## src/rtl/pipe_stage_hs.sv

```systemverilog
// Handshaked pipeline-stage register with flush/NOP insertion, optional
// 2-entry skid buffer (registered in_ready) and a saturating stall counter.
module pipe_stage_hs #(
  parameter int unsigned      WIDTH     = 16,
  parameter logic [WIDTH-1:0] NOP_VALUE = '0,
  parameter bit               SKID      = 1'b1,
  parameter int unsigned      CNT_WIDTH = 16
) (
  input  logic                 clk,
  input  logic                 reset,
  input  logic                 in_valid,
  output logic                 in_ready,
  input  logic [WIDTH-1:0]     in_data,
  output logic                 out_valid,
  input  logic                 out_ready,
  output logic [WIDTH-1:0]     out_data,
  input  logic                 flush,
  input  logic                 stat_clear,
  output logic [CNT_WIDTH-1:0] stall_cnt
);

  // State is the number of held entries; ST_SKID is only reachable with SKID=1.
  typedef enum logic [1:0] {
    ST_EMPTY = 2'd0,
    ST_FULL  = 2'd1,
    ST_SKID  = 2'd2
  } state_t;

  state_t               state;
  state_t               state_nxt;
  logic [WIDTH-1:0]     main_q;
  logic [WIDTH-1:0]     main_nxt;
  logic [WIDTH-1:0]     skid_q;
  logic [WIDTH-1:0]     skid_nxt;
  logic [CNT_WIDTH-1:0] cnt_q;
  logic                 in_fire;
  logic                 out_fire;

  assign out_valid = (state != ST_EMPTY);
  assign out_data  = main_q;
  assign stall_cnt = cnt_q;
  assign in_fire   = in_valid & in_ready;
  assign out_fire  = out_valid & out_ready;

  // Upstream ready: state-only in skid mode, pass-through of out_ready otherwise.
  always_comb begin
    if (SKID) begin
      in_ready = !reset && (state != ST_SKID);
    end else begin
      in_ready = !reset && (!out_valid || out_ready);
    end
  end

  // Next-state and payload steering; main is always the older entry.
  always_comb begin
    state_nxt = state;
    main_nxt  = main_q;
    skid_nxt  = skid_q;
    if (flush) begin
      state_nxt = ST_EMPTY;
      main_nxt  = NOP_VALUE;
      skid_nxt  = NOP_VALUE;
    end else begin
      unique case (state)
        ST_EMPTY: begin
          if (in_fire) begin
            state_nxt = ST_FULL;
            main_nxt  = in_data;
          end
        end
        ST_FULL: begin
          if (in_fire && out_fire) begin
            main_nxt = in_data;
          end else if (in_fire) begin
            // Only reachable with SKID=1: single-register mode cannot accept
            // while full unless the held payload leaves in the same cycle.
            state_nxt = ST_SKID;
            skid_nxt  = in_data;
          end else if (out_fire) begin
            state_nxt = ST_EMPTY;
            main_nxt  = NOP_VALUE;
          end
        end
        ST_SKID: begin
          if (out_fire) begin
            state_nxt = ST_FULL;
            main_nxt  = skid_q;
          end
        end
        default: begin
          state_nxt = ST_EMPTY;
          main_nxt  = NOP_VALUE;
        end
      endcase
    end
  end

  // State and payload registers.
  always_ff @(posedge clk) begin
    if (reset) begin
      state  <= ST_EMPTY;
      main_q <= NOP_VALUE;
      skid_q <= NOP_VALUE;
    end else begin
      state  <= state_nxt;
      main_q <= main_nxt;
      skid_q <= skid_nxt;
    end
  end

  // Saturating count of cycles where a live payload is held back downstream.
  always_ff @(posedge clk) begin
    if (reset || stat_clear) begin
      cnt_q <= '0;
    end else if (out_valid && !out_ready && (cnt_q != '1)) begin
      cnt_q <= cnt_q + CNT_WIDTH'(1);
    end
  end

endmodule
```

## config.mk

```make
export PLATFORM = sky130hd
export DESIGN_NAME = pipe_stage_hs
export DESIGN_NICKNAME = d
export VERILOG_FILES = /design/src/rtl/pipe_stage_hs.sv
export SDC_FILE = /design/constraint.sdc
export NUM_CORES = 1
export LEC_CHECK = 0
export ABC_AREA = 1
export CAP_MARGIN = 0
export CORE_MARGIN = 5
export CORE_UTILIZATION = 49
export DETAILED_ROUTE_END_ITERATION = 10
export PLACE_DENSITY = 0.79
export SLEW_MARGIN = 10
export SYNTH_ARGS = -nofsm -noshare
export SYNTH_HDL_FRONTEND = slang
export SYNTH_SLANG_ARGS = --single-unit
```

## constraint.sdc

```tcl
create_clock -name clk -period 2.12 [get_ports clk]
set_clock_uncertainty 0.2 [all_clocks]
set_input_delay 0.424 -clock clk [delete_from_list [all_inputs] [get_ports clk]]
set_output_delay 0.424 -clock clk [all_outputs]
set_load 0.01 [all_outputs]
```

---- Word-level counts from Yosys, hierarchy flattened ----
Cells that the tools add are included.
storage, ports and cells
  register bits after elaboration ......... 50
  bits of input ports ..................... 22
  output and inout bits ................... 34
  logic and storage cells ................. 43
cells by class
  $add $sub $neg .......................... 1
  equal/unequal tests ..................... 10
  mux-type cells .......................... 12
  bitwise gates (word level) .............. 3
  reduce and logical (&&, ||, !) cells .... 13
operators with widths
  operator                 number
  $mux W16                 5
  $pmux W16 S3             1
  $add A16 B1 Y16 const B  1
  $ne A16 B16 Y1 const B   1
  $mux W2                  5
  $ne A3 B3 Y1 const B     3
  $ne A2 B2 Y1 const B     4
  $reduce_and A4 Y1        2
  $pmux W2 S3              1
  $logic_and A1 B1 Y1      4
  $reduce_and A3 Y1        1
  $and A1 B1 Y1            2
  $eq A2 B1 Y1 const B     1
  $eq A2 B2 Y1 const B     1
  $logic_not A1 Y1         2
  $logic_not A2 Y1         1
  $reduce_bool A2 Y1       1
  $reduce_or A2 Y1         1
  $logic_or A1 B1 Y1       1
  $not A1 Y1               1

---- Longest topological paths before layout ----
Gate-level depths: netlist of the first run.
  depth after elaboration ................. 6
  depth in mapped cells ................... 10
  depth with buffers taken out ............ 10

---- Least setup slack after synthesis of the first run ----
No wires, ideal clock.
  path kind ............................... register to register
  start point ............................. register cnt_q[0] (netlist: stall_cnt[0])
  end point ............................... register cnt_q[8] (netlist: stall_cnt[8])
  setup time .............................. 0.113 ns
  arrival ................................. 1.414 ns
  data required time ...................... 1.807 ns
  setup slack ............................. 0.393 ns
  stages on the path, launching flop included .. 9
  path buffers ............................ 1
  clock period less this slack ............ 1.727 ns
  path through ............................ dfxtp_1 -> ha_1 -> inv_1 -> nor2_4 -> nand2_2 -> o21a_4 -> buf_6 -> a21oi_2 -> nor2_1
on the way
  word-level cells in the longest chain between the ends .. 2
  elaborated cells between the ends (all ways) .. 3
  classes of those cells .................. add/sub: 1; eq/ne: 1; reduce/logical: 1
RTL lines
  element                                                  RTL line  source
  start, declared                                          35        logic [CNT_WIDTH-1:0] cnt_q;
  start signal, assigned                                   116       cnt_q <= cnt_q + CNT_WIDTH'(1);
  branches (longest 2 deep; another with $add A16 B1 Y16)  --
Several ways; the timed one is not identified.
A chain may end at the register's enable or synchronous reset.

---- Worst setup path in the final report of the first run ----
  start point ............................. register state[1]
  end point ............................... output port out_valid
on the way
  word-level cells in the longest chain between the ends .. 1
RTL lines
  element                 RTL line  source
  start, declared         29        state_t state;
  start signal, assigned  105       state <= state_nxt;
  $reduce_bool A2 Y1      39        assign out_valid = (state != ST_EMPTY);
  end, declared           14        output logic out_valid,
No other way between the ends.

==> results.toml, run 1 <==
[timing]
rsz0062_at_grt = "false"
tightest_slew_ns = 0.315
maxSlewHeadroom = 0.789
fin_crit_ns = 2.02
finalHoldViolCount = 0
min_period_over_period = 0.951
setup_viol = 0
final-max-slew-violation-count = 0
whs_ns = 0.270
setup_ws_ns = 0.103
max_freq_ghz = 0.496

[pwr]
clockPowerShare = 0.367
power.switching_mw = 0.413
leakagePower_nw = 1.28
p_int_mw = 1.38
cellPowerDensity_mw_per_mm2 = 570
power_mw = 1.80
switching_share = 0.230
max-vdd-ir-drop_v = 0.000329
seqPwrFrac = 0.531
p_comb_frac = 0.102

[cts]
cts_buffers = 5
clockBufferDepth = 2
hold_buffers = 0
postCtsSetupBuffers = 0
path_clk_slew_ns = 0.09
root_buffer = "clkbuf_8"
clk_latency_ns = 0.30
cts.sinks = 50
cts_tree = "built"
htreeDepth = 2

[synthesis]
synth_cell_type_count = 32
synth-seq-area-share = 0.420
syn_inst = 349
ys_ff_latch = 50
synth_area_per_cell_um2 = 6.83
yosys_most_used_dff = "dfxtp_1"
async_flop_share = 0
synth_area_mm2 = 0.00238
synth_edf_count = 0
synth_nets = 372
ys_warn_count = 0

[layout]
finalNetCount = 437
final_cells = 481
drive_gt1_frac = 0.0966
diodes = 0
area_growth_pct = 32.4

[worst_setup_path]
arrival_ns = 1.39
crit_path_start_kind = "flop"
worst_ep_required_time_ns = 1.50
critPathCaptureType = "output pin"
crit_path_max_fanout = 3
critPathKind = "reg2out"

[grt]
grt_max_degree = 19
grt_usage = 0.199
grt_pass1_wl_um = 10200
grt_pass1_vias = 2368
antenna_found_initial = 0
overflow = 0

[place]
place_inst = 474
routabilityCongestion = 0.858
pre_cts_ws_ns = -0.0217
portBuffers = 55
dp_hpwl_um = 4190

[routing]
vias = 2425
drtAntennaViolNets = 0
drcViolationCount = 0
wirelength_um = 5880
viasPerCell = 5.04
routedWlPerCell_um = 12.2
drt_first_pass_iters = 4
drt-initial-drc-count = 138

[floorplan]
start_util = 0.505
die_y_um = 79.7
io_pins = 56
die-area_mm2 = 0.00636
coreArea_mm2 = 0.00472
rows = 25
die_w_um = 79.7

[run_status]
status = "completed"

[job]
maxCapViolations = 0

[worst_hold_path]
min_path_type = "reg2reg"
synthesized netlist by cell type, drive strengths merged (2+ instances only):
library cell,number,area (um2)
clkinv,3,12.5
nand3,11,72.6
xnor2,4,35.0
nand4,2,12.5
xor2,4,35.0
nor2,64,268
inv,17,66.3
o21ai,18,90.1
dfxtp,50,1000
a21oi,29,149
nand2,131,507
buf,6,53.8
clkbuf,4,15.0
power by group through the flow:
stage / Combinational (mW) / Clock (mW) / Sequential (mW)
2_1_floorplan: 0.0843 / 0 / 0.980
3_3_place_gp: 0.182 / 0 / 0.976
3_5_place_dp: 0.184 / 0 / 0.977
4_1_cts: 0.184 / 0.680 / 0.955
5_1_grt: 0.201 / 0.720 / 0.957
6_report: 0.183 / 0.660 / 0.955
metrics by stage:
stage	area, um2	setup TNS (ns)	util
floorplan	2380	0	-
global placement	3050	-0.00746	0.645
detailed placement	3050	-0.0217	0.645
CTS	3150	0	0.668
global route	3160	0	0.668
finish	3160	0	0.668
cell usage in the layout, fill, tap and decap left out, drive strengths merged, types with 5 or more instances in the layout:
| cell type | n |
|---|---|
| nand2 | 131 |
| nor2 | 64 |
| clkdlybuf4s50 | 54 |
| dfxtp | 50 |
| a21oi | 29 |
| o21ai | 18 |
| inv | 17 |
| buf | 13 |
| nand3 | 11 |
| clkbuf | 5 |
what timing repair did:
item,in CTS,in global routing
gates resized for setup,1,1
endpoints found under the setup margin,1,8
pin swaps,0,0
sequential cells by signal, summed over array words and instances, names as in the netlist:
signal,count
out_data,16
skid_q,16
stall_cnt,16
state,2
metal layers:
layer | part of all wire | track usage | up-vias | wire [um]
met3 | 0.068 | 0.0451 | 13 | 401
li1 | - | - | 1221 | -
met4 | 0.023 | 0.0777 | 0 | 133
met1 | 0.43 | 0.237 | 1117 | 2500
met5 | 0 | 0 | - | 0
met2 | 0.48 | 0.346 | 74 | 2850
area by class of cell:
cell class / count / area [um2]
multi-input combinational: 269 / 1240
inverter: 20 / 78.8
sequential: 50 / 1000
clock buffer: 5 / 68.8
tap: 67 / 83.8
timing repair buffer: 68 / 647
clock inverter: 2 / 38.8
fill: 411 / 1570
path summary, 6_finish.rpt:
kind / startpoint / endpoint / slack (ns) / cells past startpoint
worst min register to register: out_data[2] / out_data[2] / 0.27 / 2
worst max register to register: stall_cnt[0] / stall_cnt[13] / 0.29 / 9
worst min-delay path: out_data[2] / out_data[2] / 0.27 / 2
worst max-delay path: state[1] / out_valid / 0.10 / 3
critical path, stage by stage (launching register included):
cell and delay (ns):
dfxtp_1 0.41, nor2_1 0.10, inv_1 0.06, clkdlybuf4s50_1 0.52
cells by family (layout without fill, tap and decap cells):
kind of cell             count (synthesis)  count (layout)  synth area share
flip-flops                              50              50             0.420
adder cells (fa/ha/maj)                  1               1           0.00525
XOR/XNOR                                 8               8            0.0294
AO/OA/AOI/OAI                           50              50             0.118
AND/OR/NAND/NOR                        210             210             0.366
buffers and inverters                   30              95            0.0619
(Power assumes the default switching activity.)
==> inputs of run 2 (changes only) <==
--- a/config.mk
+++ b/config.mk
@@ -9,6 +9,7 @@
 export CAP_MARGIN = 0
 export CORE_MARGIN = 5
 export CORE_UTILIZATION = 49
+export CTS_CLUSTER_DIAMETER = 80
 export DETAILED_ROUTE_END_ITERATION = 10
 export PLACE_DENSITY = 0.79
 export SLEW_MARGIN = 10
==> results of run 2 <==
No change in the layout: final DEF, timing and power equal those of run 1.
